`config.mk`:
```
export PLATFORM = sky130hd
export DESIGN_NAME = sync_fifo_ctrl_flat
export DESIGN_NICKNAME = d
export VERILOG_FILES = /design/src/rtl/sync_fifo_ctrl_if.sv /design/src/rtl/sync_fifo_ctrl.sv /design/src/flat_wrapper.sv
export SDC_FILE = /design/constraint.sdc
export NUM_CORES = 1
export LEC_CHECK = 0
export ABC_AREA = 1
export CAP_MARGIN = 10
export CORE_MARGIN = 2
export CORE_UTILIZATION = 60
export DETAILED_ROUTE_END_ITERATION = 6
export GPL_TIMING_DRIVEN = 1
export PLACE_DENSITY = 0.79
export SLEW_MARGIN = 20
export SYNTH_ARGS = -nofsm -noshare
export SYNTH_HDL_FRONTEND = slang
export SYNTH_SLANG_ARGS = --single-unit
export TNS_END_PERCENT = 5
```
`constraint.sdc`:
```
create_clock -name clk -period 1.9 [get_ports clk]
set_input_delay 0.57 -clock clk [delete_from_list [all_inputs] [get_ports clk]]
set_output_delay 0.57 -clock clk [all_outputs]
set_load 0.05 [all_outputs]
```
`src/rtl/sync_fifo_ctrl_if.sv`:
```
// Handshake bundle for sync_fifo_ctrl: write side, read side, flush and status.
// The master modport is the side that produces requests; the slave is the FIFO itself.
interface sync_fifo_ctrl_if #(
  parameter int DSIZE = 8,
  parameter int ASIZE = 4
);
  logic             flush;
  logic             winc;
  logic [DSIZE-1:0] wdata;
  logic             wfull;
  logic             walmost_full;
  logic             overflow;
  logic             rinc;
  logic [DSIZE-1:0] rdata;
  logic             rempty;
  logic             ralmost_empty;
  logic             underflow;
  logic [ASIZE:0]   count;

  modport master (
    output flush, winc, wdata, rinc,
    input  wfull, walmost_full, overflow, rdata, rempty, ralmost_empty, underflow, count
  );

  modport slave (
    input  flush, winc, wdata, rinc,
    output wfull, walmost_full, overflow, rdata, rempty, ralmost_empty, underflow, count
  );
endinterface

```
`src/rtl/sync_fifo_ctrl.sv`:
```
// Single-clock FIFO with fill level, almost-full/empty flags, sticky error flags and flush.
// Define FIFO_FWFT_EN for first-word-fall-through reads; default is a registered read.
module sync_fifo_ctrl #(
  parameter int DSIZE     = 8,
  parameter int ASIZE     = 4,
  parameter int AF_THRESH = 12,
  parameter int AE_THRESH = 2
) (
  input  logic            clk,
  input  logic            rst,
  sync_fifo_ctrl_if.slave fifo
);

  localparam int             DEPTH = 1 << ASIZE;
  localparam logic [ASIZE:0] ONE   = (ASIZE+1)'(1);
  localparam logic [ASIZE:0] AF_C  = (ASIZE+1)'(AF_THRESH);
  localparam logic [ASIZE:0] AE_C  = (ASIZE+1)'(AE_THRESH);

  if (!(AE_THRESH >= 0 && AE_THRESH < AF_THRESH && AF_THRESH <= DEPTH)) begin : g_param_check
    $error("sync_fifo_ctrl: thresholds must satisfy 0 <= AE_THRESH < AF_THRESH <= DEPTH");
  end

  logic [DSIZE-1:0] mem [DEPTH];

  logic [ASIZE:0] wptr_q,  wptr_d;
  logic [ASIZE:0] rptr_q,  rptr_d;
  logic [ASIZE:0] count_q, count_d;
  logic           wfull_q, wfull_d;
  logic           rempty_q, rempty_d;
  logic           af_q, af_d;
  logic           ae_q, ae_d;
  logic           ovf_q, ovf_d;
  logic           udf_q, udf_d;
  logic           wr_en, rd_en;

  // Flush outranks both requests, so neither the memory nor the flags see them.
  assign wr_en = fifo.winc && !wfull_q  && !fifo.flush;
  assign rd_en = fifo.rinc && !rempty_q && !fifo.flush;

  // NOTE: every signal gets its default before any branch so no path leaves it unassigned (no latch).
  always_comb begin
    wptr_d  = wptr_q;
    rptr_d  = rptr_q;
    count_d = count_q;
    ovf_d   = ovf_q;
    udf_d   = udf_q;

    if (fifo.flush) begin
      wptr_d  = '0;
      rptr_d  = '0;
      count_d = '0;
      ovf_d   = 1'b0;
      udf_d   = 1'b0;
    end else begin
      if (wr_en) wptr_d = wptr_q + ONE;
      if (rd_en) rptr_d = rptr_q + ONE;
      if (wr_en && !rd_en)      count_d = count_q + ONE;
      else if (rd_en && !wr_en) count_d = count_q - ONE;
      ovf_d = ovf_q || (fifo.winc && wfull_q);
      udf_d = udf_q || (fifo.rinc && rempty_q);
    end

    // Flags are computed from next state so they are registered yet current after the edge.
    wfull_d  = (wptr_d[ASIZE] != rptr_d[ASIZE]) &&
               (wptr_d[ASIZE-1:0] == rptr_d[ASIZE-1:0]);
    rempty_d = (wptr_d == rptr_d);
    af_d     = (count_d >= AF_C);
    ae_d     = (count_d <= AE_C);
  end

  // NOTE: sequential state is updated with non-blocking assignments only.
  always_ff @(posedge clk or negedge rst) begin
    if (!rst) begin
      wptr_q   <= '0;
      rptr_q   <= '0;
      count_q  <= '0;
      wfull_q  <= 1'b0;
      rempty_q <= 1'b1;
      af_q     <= 1'b0;
      ae_q     <= 1'b1;
      ovf_q    <= 1'b0;
      udf_q    <= 1'b0;
    end else begin
      wptr_q   <= wptr_d;
      rptr_q   <= rptr_d;
      count_q  <= count_d;
      wfull_q  <= wfull_d;
      rempty_q <= rempty_d;
      af_q     <= af_d;
      ae_q     <= ae_d;
      ovf_q    <= ovf_d;
      udf_q    <= udf_d;
    end
  end

  // NOTE: the storage array is deliberately not reset; pointers alone define which words are valid.
  always_ff @(posedge clk) begin
    if (wr_en) mem[wptr_q[ASIZE-1:0]] <= fifo.wdata;
  end

`ifdef FIFO_FWFT_EN
  // Head of queue is always on the output; rinc simply advances past it.
  assign fifo.rdata = mem[rptr_q[ASIZE-1:0]];
`else
  logic [DSIZE-1:0] rdata_q;

  always_ff @(posedge clk or negedge rst) begin
    if (!rst)       rdata_q <= '0;
    else if (rd_en) rdata_q <= mem[rptr_q[ASIZE-1:0]];
  end

  assign fifo.rdata = rdata_q;
`endif

  assign fifo.wfull         = wfull_q;
  assign fifo.walmost_full  = af_q;
  assign fifo.overflow      = ovf_q;
  assign fifo.rempty        = rempty_q;
  assign fifo.ralmost_empty = ae_q;
  assign fifo.underflow     = udf_q;
  assign fifo.count         = count_q;

endmodule
```
`src/flat_wrapper.sv`:
```
// flat-port wrapper written by rule: the top's interface ports become plain ports
module sync_fifo_ctrl_flat 
#(
  parameter int DSIZE     = 8,
  parameter int ASIZE     = 4,
  parameter int AF_THRESH = 12,
  parameter int AE_THRESH = 2
)
  (clk, rst, fifo_flush, fifo_winc, fifo_wdata, fifo_rinc, fifo_wfull, fifo_walmost_full, fifo_overflow, fifo_rdata, fifo_rempty, fifo_ralmost_empty, fifo_underflow, fifo_count);
  sync_fifo_ctrl_if #(.DSIZE(DSIZE), .ASIZE(ASIZE)) fifo_i ();
  input  logic clk;
  input  logic rst;
  input wire logic [$bits(fifo_i.flush)-1:0] fifo_flush;
  input wire logic [$bits(fifo_i.winc)-1:0] fifo_winc;
  input wire logic [$bits(fifo_i.wdata)-1:0] fifo_wdata;
  input wire logic [$bits(fifo_i.rinc)-1:0] fifo_rinc;
  output wire logic [$bits(fifo_i.wfull)-1:0] fifo_wfull;
  output wire logic [$bits(fifo_i.walmost_full)-1:0] fifo_walmost_full;
  output wire logic [$bits(fifo_i.overflow)-1:0] fifo_overflow;
  output wire logic [$bits(fifo_i.rdata)-1:0] fifo_rdata;
  output wire logic [$bits(fifo_i.rempty)-1:0] fifo_rempty;
  output wire logic [$bits(fifo_i.ralmost_empty)-1:0] fifo_ralmost_empty;
  output wire logic [$bits(fifo_i.underflow)-1:0] fifo_underflow;
  output wire logic [$bits(fifo_i.count)-1:0] fifo_count;
  assign fifo_i.flush = fifo_flush;
  assign fifo_i.winc = fifo_winc;
  assign fifo_i.wdata = fifo_wdata;
  assign fifo_i.rinc = fifo_rinc;
  assign fifo_wfull = fifo_i.wfull;
  assign fifo_walmost_full = fifo_i.walmost_full;
  assign fifo_overflow = fifo_i.overflow;
  assign fifo_rdata = fifo_i.rdata;
  assign fifo_rempty = fifo_i.rempty;
  assign fifo_ralmost_empty = fifo_i.ralmost_empty;
  assign fifo_underflow = fifo_i.underflow;
  assign fifo_count = fifo_i.count;
  sync_fifo_ctrl #(.DSIZE(DSIZE), .ASIZE(ASIZE), .AF_THRESH(AF_THRESH), .AE_THRESH(AE_THRESH)) u_core (.clk(clk), .rst(rst), .fifo(fifo_i));
endmodule
```
==> impl_results.md, run 1 <==
- Status: complete, no violations
- Unrepaired setup endpoints after global routing: no
- First-pass GRT wire length: 26000 um
- TNS Setup: 0 ns
- Clock Path Buffers: 2
- Nets: 749
- Routed WL: 16200 um
- Crit-path max cell delay: 0.45 ns
- CP required: 2.04 ns
- Crit path launch type: flip-flop
- Reg area: 4570 um2
- Final period utilization: 0.957
- Multi-input logic area: 1980 um2
- Hold Violations, Final: 0
- CP Class: reg -> reg
- PortBufs: 31
- PD cells: 1060 nW/um2
- Setup crit start: u_core.fifo.wfull
- Largest net degree at the start of global routing: 57
- Post-CTS Setup Bufs: 0
- GR Overflow Total: 0
- Io pins: 32
- MaxCap Viol Count: 0
- Syn avg cell area: 10.6 um2
- Critical Path Sink Type: flip-flop
- Post-CTS sizing: 0
- Hold_buf cts: 0
- CTS Root Cell: clkbuf_16
- Skew final: 0.00877 ns
- Worst reg-to-reg path cell count: 6
- Crit path max fanout: 8
- Total Routing Usage GR: 0.277
- Worst reg2reg path endpoint: u_core.mem[10][6]
- # rows: 38
- Iteration-0 DRC Markers: 702
- Die width: 111 um
- FILL cells: 688
- Fin area: 8310 um2
- Peak VDD IR: 0.921 mV
- Internal power: 6.16 mW
- Avg WL per Cell: 18.3 um
- Final setup viols: 0
- Clk_lat worst skew: 0.43 ns
- Routability Congestion: 0.880
- Number of synthesis warnings: 0
- Yosys reg bits: 157
- Share of cells above drive strength 1: 0.179
- Max frequency: 0.550 GHz
- Antenna Cells: 0
- CTS Sinks: 157
- Core footprint: 11000 um2
- Worst slew pin tran: 0.433 ns
- Cell variety after synth: 29
- DRC viols: 0
- Reg-to-reg critical path startpoint: u_core.fifo.wfull
- Clk slew on worst S/H paths: 0.06 ns
- Switch share: 0.304
- Final Max Slew Viols: 0
- Slew Limit Headroom: 0.711
- Post-route ant nets: 0
- Switching Power: 2.68 mW
- Vias/cell: 5.75
- Synthesized area: 6820 um2
- Seq pwr share: 0.453
- CTS tree: built
- Register area share after synthesis: 0.671
- Hold path cells: 2
- Reg2Reg Setup Slack: 0.08 ns
- CP Cell Sequence: inv_1, nand2_2, nor2_4, nand2_1, nor2_1, buf_4
- Total CTS buffers: 17
- Comb pwr share: 0.199
- Mapped Nets: 664
- H-tree levels: 4
- Detailed-route via count: 5068
- WP data arrival: 1.96 ns
- Cells after Synth: 644
- Clock power share: 0.348
- DP HPWL: 10500 um
- LEAKAGE: 3.42 nW
- Die ar.: 12200 um2
- Initial core utilization: 0.621
- CP endpoint: u_core.mem[10][6]
- HP Class: in -> reg
- Slowest CP cell: dfrtp_1
- Layout area overhead: 21.9%
- Placed cell areas: 7760 um2
- Vias in the first global route: 4967
- Die height: 111 um
- Fin crit period: 1.82 ns
- Drt first pass iters: 6
- Antenna violations before repair: 0
==> cells in the mapped netlist (all sizes together) <==
cell	instances	share of area
inv	36	0.020
edfxtp	128	0.56
o21ai	54	0.040
a21oi	25	0.018
dfstp	2	0.0077
nor2	85	0.050
xor2	1	0.0013
nand3	39	0.032
or2	1	0.00092
buf	13	0.011
clkbuf	14	0.0077
clkinv	2	0.0011
nand2	172	0.097
ha	7	0.013
o22ai	16	0.015
dfrtp	27	0.099
xnor2	1	0.0013
a21boi	17	0.019
nand4	4	0.0037
==> final cells by class <==
type / instances / area share
flip-flops and latches: 157 / 0.550
multi-input cells: 422 / 0.239
repair buffers: 93 / 0.108
clock buffers: 17 / 0.0512
well taps: 140 / 0.0211
inverters: 38 / 0.0175
clock inverters: 15 / 0.0135
==> kinds of logic (layout without fill, tap and decap cells) <==
group	after synthesis	after routing	share of synthesized area
buffers and inverters	65	163	0.0393
adders and majority gates	7	7	0.0128
DFF	157	157	0.671
and+or+nand+nor	301	301	0.183
AOI/OAI and AO/OA	112	112	0.0914
xor gates and xnor gates	2	2	0.00257
==> state kept, by name, indices dropped and copies added (netlist names) <==
name / flops
u_core.fifo.walmost_full: 1
u_core.fifo.ralmost_empty: 1
u_core.fifo.underflow: 1
u_core.fifo.count: 5
u_core.fifo.rempty: 1
u_core.mem: 128
u_core.wptr_q: 5
u_core.fifo.overflow: 1
u_core.rptr_q: 5
u_core.fifo.wfull: 1
u_core.fifo.rdata: 8
==> power groups by stage <==
stage / registers [mW] / logic [mW] / clock network (mW)
CTS: 4.01 / 1.74 / 3.09
global placement: 4.07 / 1.70 / 0
detailed placement: 4.08 / 1.73 / 0
floorplan: 4.44 / 0.652 / 0
global route: 4.02 / 1.88 / 3.25
finish: 4.01 / 1.76 / 3.07
==> per-layer routing <==
metal / vias up / track usage / part of all wire
met5: - / 0 / 0
met1: 2368 / 0.384 / 0.40
met3: 38 / 0.0549 / 0.10
li1: 2383 / - / -
met4: 0 / 0.104 / 0.026
met2: 279 / 0.440 / 0.48
==> worst min-delay path by stage <==
stage                          from                     to  slack [ns]
2_1_floorplan                   rst   u_core.fifo.count[0]        0.27
6_report                 fifo_flush  u_core.fifo.underflow        0.44
3_3_place_gp   u_core.fifo.rdata[0]   u_core.fifo.rdata[0]        0.47
5_1_grt                  fifo_flush  u_core.fifo.underflow        0.45
4_1_cts        u_core.fifo.rdata[6]   u_core.fifo.rdata[6]        0.49
3_5_place_dp   u_core.fifo.rdata[6]   u_core.fifo.rdata[6]        0.47
==> critical path, delay by kind of cell, from the launching register on <==
family / cells / cell delay (ns)
and+or+nand+nor: 4 / 0.73
DFF: 1 / 0.45
buffers and inverters: 2 / 0.35
==> stage by stage <==
step                      cells  power [mW]  hold WS (ns)  worst slack [ns]  utilization
after global placement      850        5.77         0.465            -0.285        0.706
after CTS                   882        8.84         0.487            0.0599        0.755
after global routing        882        9.16         0.450            0.0201        0.757
after detailed placement    850        5.81         0.471            -0.333        0.706
after floorplan             644        5.10         0.274           -0.0153            -
final                       882        8.84         0.437            0.0810        0.757
==> placed cells by master (no fill, tap or decap) <==
| master | instances |
|---|---|
| a21boi_0 | 17 |
| a21oi_1 | 25 |
| buf_12 | 13 |
| buf_4 | 68 |
| clkbuf_16 | 17 |
| clkdlybuf4s50_1 | 10 |
| clkinv_1 | 3 |
| clkinv_2 | 4 |
| clkinv_4 | 2 |
| clkinvlp_4 | 3 |
| dfrtp_1 | 26 |
| dfrtp_2 | 1 |
| dfstp_2 | 2 |
| dlymetal6s2s_1 | 2 |
| edfxtp_1 | 128 |
| ha_1 | 7 |
| inv_1 | 30 |
| inv_2 | 5 |
| inv_4 | 1 |
| inv_6 | 3 |
| inv_8 | 2 |
| nand2_1 | 168 |
| nand2_2 | 3 |
| nand2_4 | 1 |
| nand3_1 | 36 |
| nand3_2 | 2 |
| nand3_4 | 1 |
| nand4_1 | 4 |
| nor2_1 | 80 |
| nor2_2 | 2 |
| nor2_4 | 3 |
| o21ai_0 | 54 |
| o22ai_1 | 16 |
| or2_1 | 1 |
| xnor2_1 | 1 |
| xor2_1 | 1 |
Note: power is estimated with default switching activity, not from simulation.
==> run 2, diff against run 1 <==
Clock period 1.9 ns to 1.8 ns, I/O delays scaled along.
==> impl_results.md, run 2 (synthesis results as in run 1) <==
- Status: complete, no violations (unchanged)
- HP Class: in -> async (was in -> reg)
- Crit path launch type: input port (was flip-flop)
- Fin crit period: 1.75 ns
- Routed WL: 16700 um (was 16200 um)
- Antenna violations before repair: 0 (unchanged)
- DP HPWL: 11000 um (was 10500 um)
- Layout area overhead: 23.3% (was 21.9%)
- Clk_lat worst skew: 0.42 ns (was 0.43 ns)
- Critical Path Sink Type: flip-flop (unchanged)
- Iteration-0 DRC Markers: 609 (was 702)
- FILL cells: 652 (was 688)
- Final setup viols: 0 (unchanged)
- Nets: 743 (was 749)
- Commonest non-fill, non-tap cell in the layout: nand2_1 (unchanged)
- CTS Root Cell: clkbuf_16 (unchanged)
- PortBufs: 31 (unchanged)
- DP Cell Count: 843 (was 850)
- Detailed-route via count: 5199 (was 5068)
- Initial core utilization: 0.621 (unchanged)
- CP Buf/Inv Count: 2 (unchanged)
- CTS tree: built (unchanged)
- Die height: 111 um (unchanged)
- Routability Congestion: 0.944 (was 0.880)
- TNS Setup: 0 ns (unchanged)
- Final Max Slew Viols: 0 (unchanged)
- Slew Limit Headroom: 0.784 (was 0.711)
- Die ar.: 12200 um2 (unchanged)
- Io pins: 32 (unchanged)
- Hold Violations, Final: 0 (unchanged)
- PD cells: 1140 nW/um2 (was 1060 nW/um2)
- Hold_ws: 0.478 ns (was 0.437 ns)
- Max FFs per register: 128 (unchanged)
- # rows: 38 (unchanged)
- CP Class: in -> reg (was reg -> reg)
- DRC viols: 0 (unchanged)
- Largest net degree at the start of global routing: 66 (was 57)
- Most used cell, CP: nand2_1
- CP required: 2.16 ns (was 2.04 ns)
- Slowest CP cell: clkdlybuf4s50_1 (was dfrtp_1)
- Core footprint: 11000 um2 (unchanged)
- Avg WL per Cell: 19.2 um (was 18.3 um)
- Clk slew on worst S/H paths: 0.06 ns (about the same)
- H-tree levels: 4 (unchanged)
- Skew final: 0.00825 ns (was 0.00877 ns)
- Peak VDD IR: 1.13 mV (was 0.921 mV)
- Crit-path max cell delay: 0.54 ns (was 0.45 ns)
- CP delay by family, top: simple AND/OR/NAND/NOR gates (unchanged)
- First-pass GRT wire length: 26700 um (was 26000 um)
- Final std cells w/o fill: 873 (was 882)
- Share of cells above drive strength 1: 0.175 (was 0.179)
- CP Cell Sequence: clkdlybuf4s50_1, inv_1, nor2_4, nand2_4, nand2_1, a21boi_0, nand3_1, nand2_1, nand2_1, nor2_1 (was inv_1, nand2_2, nor2_4, nand2_1, nor2_1, buf_4)
- MaxCap Viol Count: 0 (unchanged)
- LEAKAGE: 3.42 nW (about the same)
- Final period utilization: 0.975
- Total CTS buffers: 17 (unchanged)
- GR Overflow Total: 0 (unchanged)
- CTS Sinks: 157 (unchanged)
- Die width: 111 um (unchanged)
- Post-route ant nets: 0 (unchanged)
- Worst slew pin tran: 0.323 ns (was 0.433 ns)
- Antenna Cells: 0 (unchanged)
- Crit path max fanout: 4 (was 8)
- Clock Path Buffers: 2 (unchanged)
- Max frequency: 0.570 GHz
- Vias in the first global route: 5134 (was 4967)
- Unrepaired setup endpoints after global routing: yes (was no)
- Total Routing Usage GR: 0.286 (was 0.277)
- Vias/cell: 5.96 (was 5.75)
- Most frequent cells in the layout: nand2_1, edfxtp_1, nor2_1, o21ai_0, buf_4 (was nand2_1, edfxtp_1, nor2_1, buf_4, o21ai_0)
- WP data arrival: 2.11 ns (was 1.96 ns)
- Drt first pass iters: 5 (was 6)
-- run 2: cell type report --
| cell class | instances | area, um2 | share of cell area |
|---|---|---|---|
| multi-input combinational | 422 | 2000 | 0.238 |
| clock inverter | 10 | 101 | 0.0121 |
| inverter | 38 | 143 | 0.0170 |
| timing repair buffer | 87 | 983 | 0.117 |
| clock buffer | 19 | 433 | 0.0515 |
| tap | 140 | 175 | 0.0208 |
| sequential | 157 | 4570 | 0.544 |
-- run 2: where the power goes --
part	switching [mW]	internal, mW	total (mW)
clock	1.31	1.99	3.31
combinational	1.24	0.738	1.98
sequential	0.159	4.10	4.26
-- run 2: routing by layer --
metal / vias up / routed length, um / track usage
met2: 323 / 8050 / 0.453
met4: 0 / 640 / 0.140
li1: 2358 / - / -
met1: 2461 / 6480 / 0.367
met5: - / 0 / 0
met3: 57 / 1560 / 0.0763
-- run 2: metrics by stage --
stage | worst slack, ns | total power [mW] | area [um2] | util
after floorplan | -0.115 | 5.38 | 6820 | -
after global placement | -0.377 | 6.21 | 7840 | 0.714
after detailed placement | -0.424 | 6.27 | 7840 | 0.714
after CTS | 0.0197 | 9.56 | 8380 | 0.763
after global routing | -0.0429 | 9.87 | 8410 | 0.766
final | 0.0450 | 9.55 | 8410 | 0.766
-- run 2: final timing paths --
check | startpoint | endpoint | slack (ns) | cells after the start
worst max-delay path | fifo_rinc | u_core.fifo.wfull | 0.05 | 10
worst min register to register | u_core.fifo.rdata[6] | u_core.fifo.rdata[6] | 0.49 | 2
min in group clk | u_core.fifo.rdata[6] | u_core.fifo.rdata[6] | 0.49 | 2
worst max register to register | u_core.wptr_q[0] | u_core.fifo.wfull | 0.08 | 8
worst min-delay path | rst | u_core.fifo.count[0] | 0.48 | 2
max in group asynchronous | rst | u_core.fifo.rempty | 1.09 | 2
-- run 2: what timing repair did --
action	4_1_cts	5_1_grt
hold buffers	0	0
endpoints found under the setup margin	0	107
setup buffers	0	1
gates resized for setup	0	8
==> run 3, diff against run 2 <==
Settings changed: SETUP_SLACK_MARGIN from default to 0.5.
==> impl_results.md, run 3 (synthesis results as in run 1) <==
- Critical Path Sink Type: flip-flop (unchanged)
- Clk_lat worst skew: 0.44 ns (was 0.42 ns)
- DP HPWL: 10500 um (was 11000 um)
- Drt first pass iters: 7 (was 5)
- Antenna violations before repair: 0 (unchanged)
- PD cells: 1150 nW/um2 (was 1140 nW/um2)
- Clock power share: 0.360 (was 0.346)
- First-pass GRT wire length: 26500 um (was 26700 um)
- Switch share: 0.290 (was 0.285)
- Worst slew pin tran: 0.457 ns (was 0.323 ns)
- LEAKAGE: 3.52 nW (was 3.42 nW)
- Internal power: 7.20 mW (was 6.83 mW)
- Core footprint: 11000 um2 (unchanged)
- Total Routing Usage GR: 0.282 (was 0.286)
- Initial core utilization: 0.621 (unchanged)
- Reg-to-reg critical path startpoint: u_core.rptr_q[0] (was u_core.wptr_q[0])
- CTS Sinks: 157 (unchanged)
- Final Max Slew Viols: 0 (unchanged)
- Commonest non-fill, non-tap cell in the layout: nand2_1 (unchanged)
- Die ar.: 12200 um2 (unchanged)
- Routability Congestion: 0.882 (was 0.944)
- CTS Root Cell: clkbuf_16 (unchanged)
- Iteration-0 DRC Markers: 717 (was 609)
- Vias in the first global route: 5161 (was 5134)
- Nets: 745 (was 743)
- Largest net degree at the start of global routing: 68 (was 66)
- Die width: 111 um (unchanged)
- Fin area: 8800 um2 (was 8410 um2)
- Total CTS buffers: 17 (unchanged)
- Switching Power: 2.94 mW (was 2.72 mW)
- Share of cells above drive strength 1: 0.243 (was 0.175)
- Crit path max fanout: 17 (was 4)
- Most frequent cells in the layout: nand2_1, edfxtp_1, nor2_1, o21ai_0, buf_4 (unchanged)
- Placed cell areas: 7800 um2 (was 7840 um2)
- CP required: 2.12 ns (was 2.16 ns)
- Vias/cell: 6.08 (was 5.96)
- MaxCap Viol Count: 0 (unchanged)
- Crit path launch type: flip-flop (was input port)
- Max frequency: 0.581 GHz (was 0.570 GHz)
- Die height: 111 um (unchanged)
- Io pins: 32 (unchanged)
- Avg WL per Cell: 21.2 um (was 19.2 um)
- Layout area overhead: 29.1% (was 23.3%)
- Seq pwr share: 0.420 (was 0.446)
- Max FFs per register: 128 (unchanged)
- HP Class: in -> async (unchanged)
- Final setup viols: 0 (unchanged)
- Skew final: 0.0138 ns (was 0.00825 ns)
- Fin crit period: 1.72 ns (was 1.75 ns)
- Final period utilization: 0.956 (was 0.975)
- Unrepaired setup endpoints after global routing: yes (unchanged)
- Antenna Cells: 0 (unchanged)
- Detailed-route via count: 5341 (was 5199)
- PortBufs: 31 (unchanged)
- Comb pwr share: 0.220 (was 0.208)
- WP data arrival: 2.04 ns (was 2.11 ns)
- DRC viols: 0 (unchanged)
- CP Class: reg -> reg (was in -> reg)
- Routed WL: 18600 um (was 16700 um)
- FILL cells: 608 (was 652)
- Status: complete, no violations (unchanged)
- CTS tree: built (unchanged)
- # rows: 38 (unchanged)
- H-tree levels: 4 (unchanged)
- Clock Path Buffers: 2 (unchanged)
- Slew Limit Headroom: 0.695 (was 0.784)
- Worst reg-to-reg path cell count: 9 (was 8)
- Core Util, Final: 0.802 (was 0.766)
- Clk slew on worst S/H paths: 0.06 ns (about the same)
- GR Overflow Total: 0 (unchanged)
- Peak VDD IR: 1.50 mV (was 1.13 mV)
- Hold Violations, Final: 0 (unchanged)
- Post-route ant nets: 0 (unchanged)
- Reg2Reg Setup Slack: 0.08 ns (about the same)
- Worst reg2reg path endpoint: u_core.fifo.rdata[4] (was u_core.fifo.wfull)
[run 3: cell types whose count changed in the layout (fill, tap and decap cells not counted), sizes merged]
cell / before / now
clkinv: 9 / 3
clkbuf: 19 / 30
dlygate4sd2: 0 / 3
inv: 36 / 37
clkdlybuf4s50: 12 / 9
buf: 75 / 74
[run 3: power by group through the flow]
stage          combinational (mW)  sequential (mW)  clock (mW)
6_report                     2.23             4.26        3.65
5_1_grt                      2.35             4.28        3.81
4_1_cts                      1.97             4.25        3.64
3_5_place_dp                 1.91             4.33           0
3_3_place_gp                 1.87             4.32           0
2_1_floorplan               0.711             4.69           0
[run 3: per-stage QoR]
step,setup TNS (ns),hold WS (ns),instances,power (mW),worst slack (ns)
after global placement,-44.28,0.467,833,6.19,-0.362
final,0,0.457,878,10.1,0.0799
after detailed placement,-51.10,0.473,833,6.24,-0.408
after floorplan,0,0.244,644,5.40,0.158
after global routing,0,0.487,878,10.4,0.0234
after CTS,0,0.471,871,9.86,0.113
[run 3: metal layers]
metal	track usage	part of all wire	vias to the layer above
met4	0.0875	0.028	0
li1	-	-	2363
met3	0.0807	0.10	61
met1	0.374	0.38	2554
met2	0.458	0.49	363
met5	0	0	-
[run 3: area by class of cell]
class | count | area, um2 | area share
clock buffers | 27 | 524 | 0.0596
clock inverters | 5 | 78.8 | 0.00895
inverters | 38 | 150 | 0.0171
multi-input cells | 422 | 2270 | 0.258
flip-flops and latches | 157 | 4580 | 0.520
well taps | 140 | 175 | 0.0199
repair buffers | 89 | 1030 | 0.117
[run 3: repair_timing]
item	4_1_cts	5_1_grt
gates cloned	0	4
hold buffers	0	0
setup buffers	6	3
endpoints found under the setup margin	171	172
hold endpoints to repair	0	0
resized for setup	17	49
pin swaps	10	13
[run 3: worst max-delay path: stages (launching register included)]
cell and delay, ns:
dfrtp_2 0.50, buf_12 0.17, clkbuf_16 0.19, nand2_1 0.07, a21boi_0 0.20, o21ai_0 0.13
nor2_1 0.12, nand2_1 0.07, nand3_1 0.10, nand2_1 0.06
[run 3: worst max path at each step]
stage                                   from  depth (start not counted)                   end  slack, ns
after floorplan            u_core.fifo.wfull                          5     u_core.mem[12][0]       0.16
after global placement             fifo_winc                         11     u_core.fifo.wfull      -0.36
after detailed placement           fifo_winc                          6      u_core.mem[4][2]      -0.41
after CTS                 u_core.fifo.rempty                          1           fifo_rempty       0.11
after global routing        u_core.rptr_q[0]                          9  u_core.fifo.rdata[4]       0.02
final                       u_core.rptr_q[0]                          9  u_core.fifo.rdata[4]       0.08
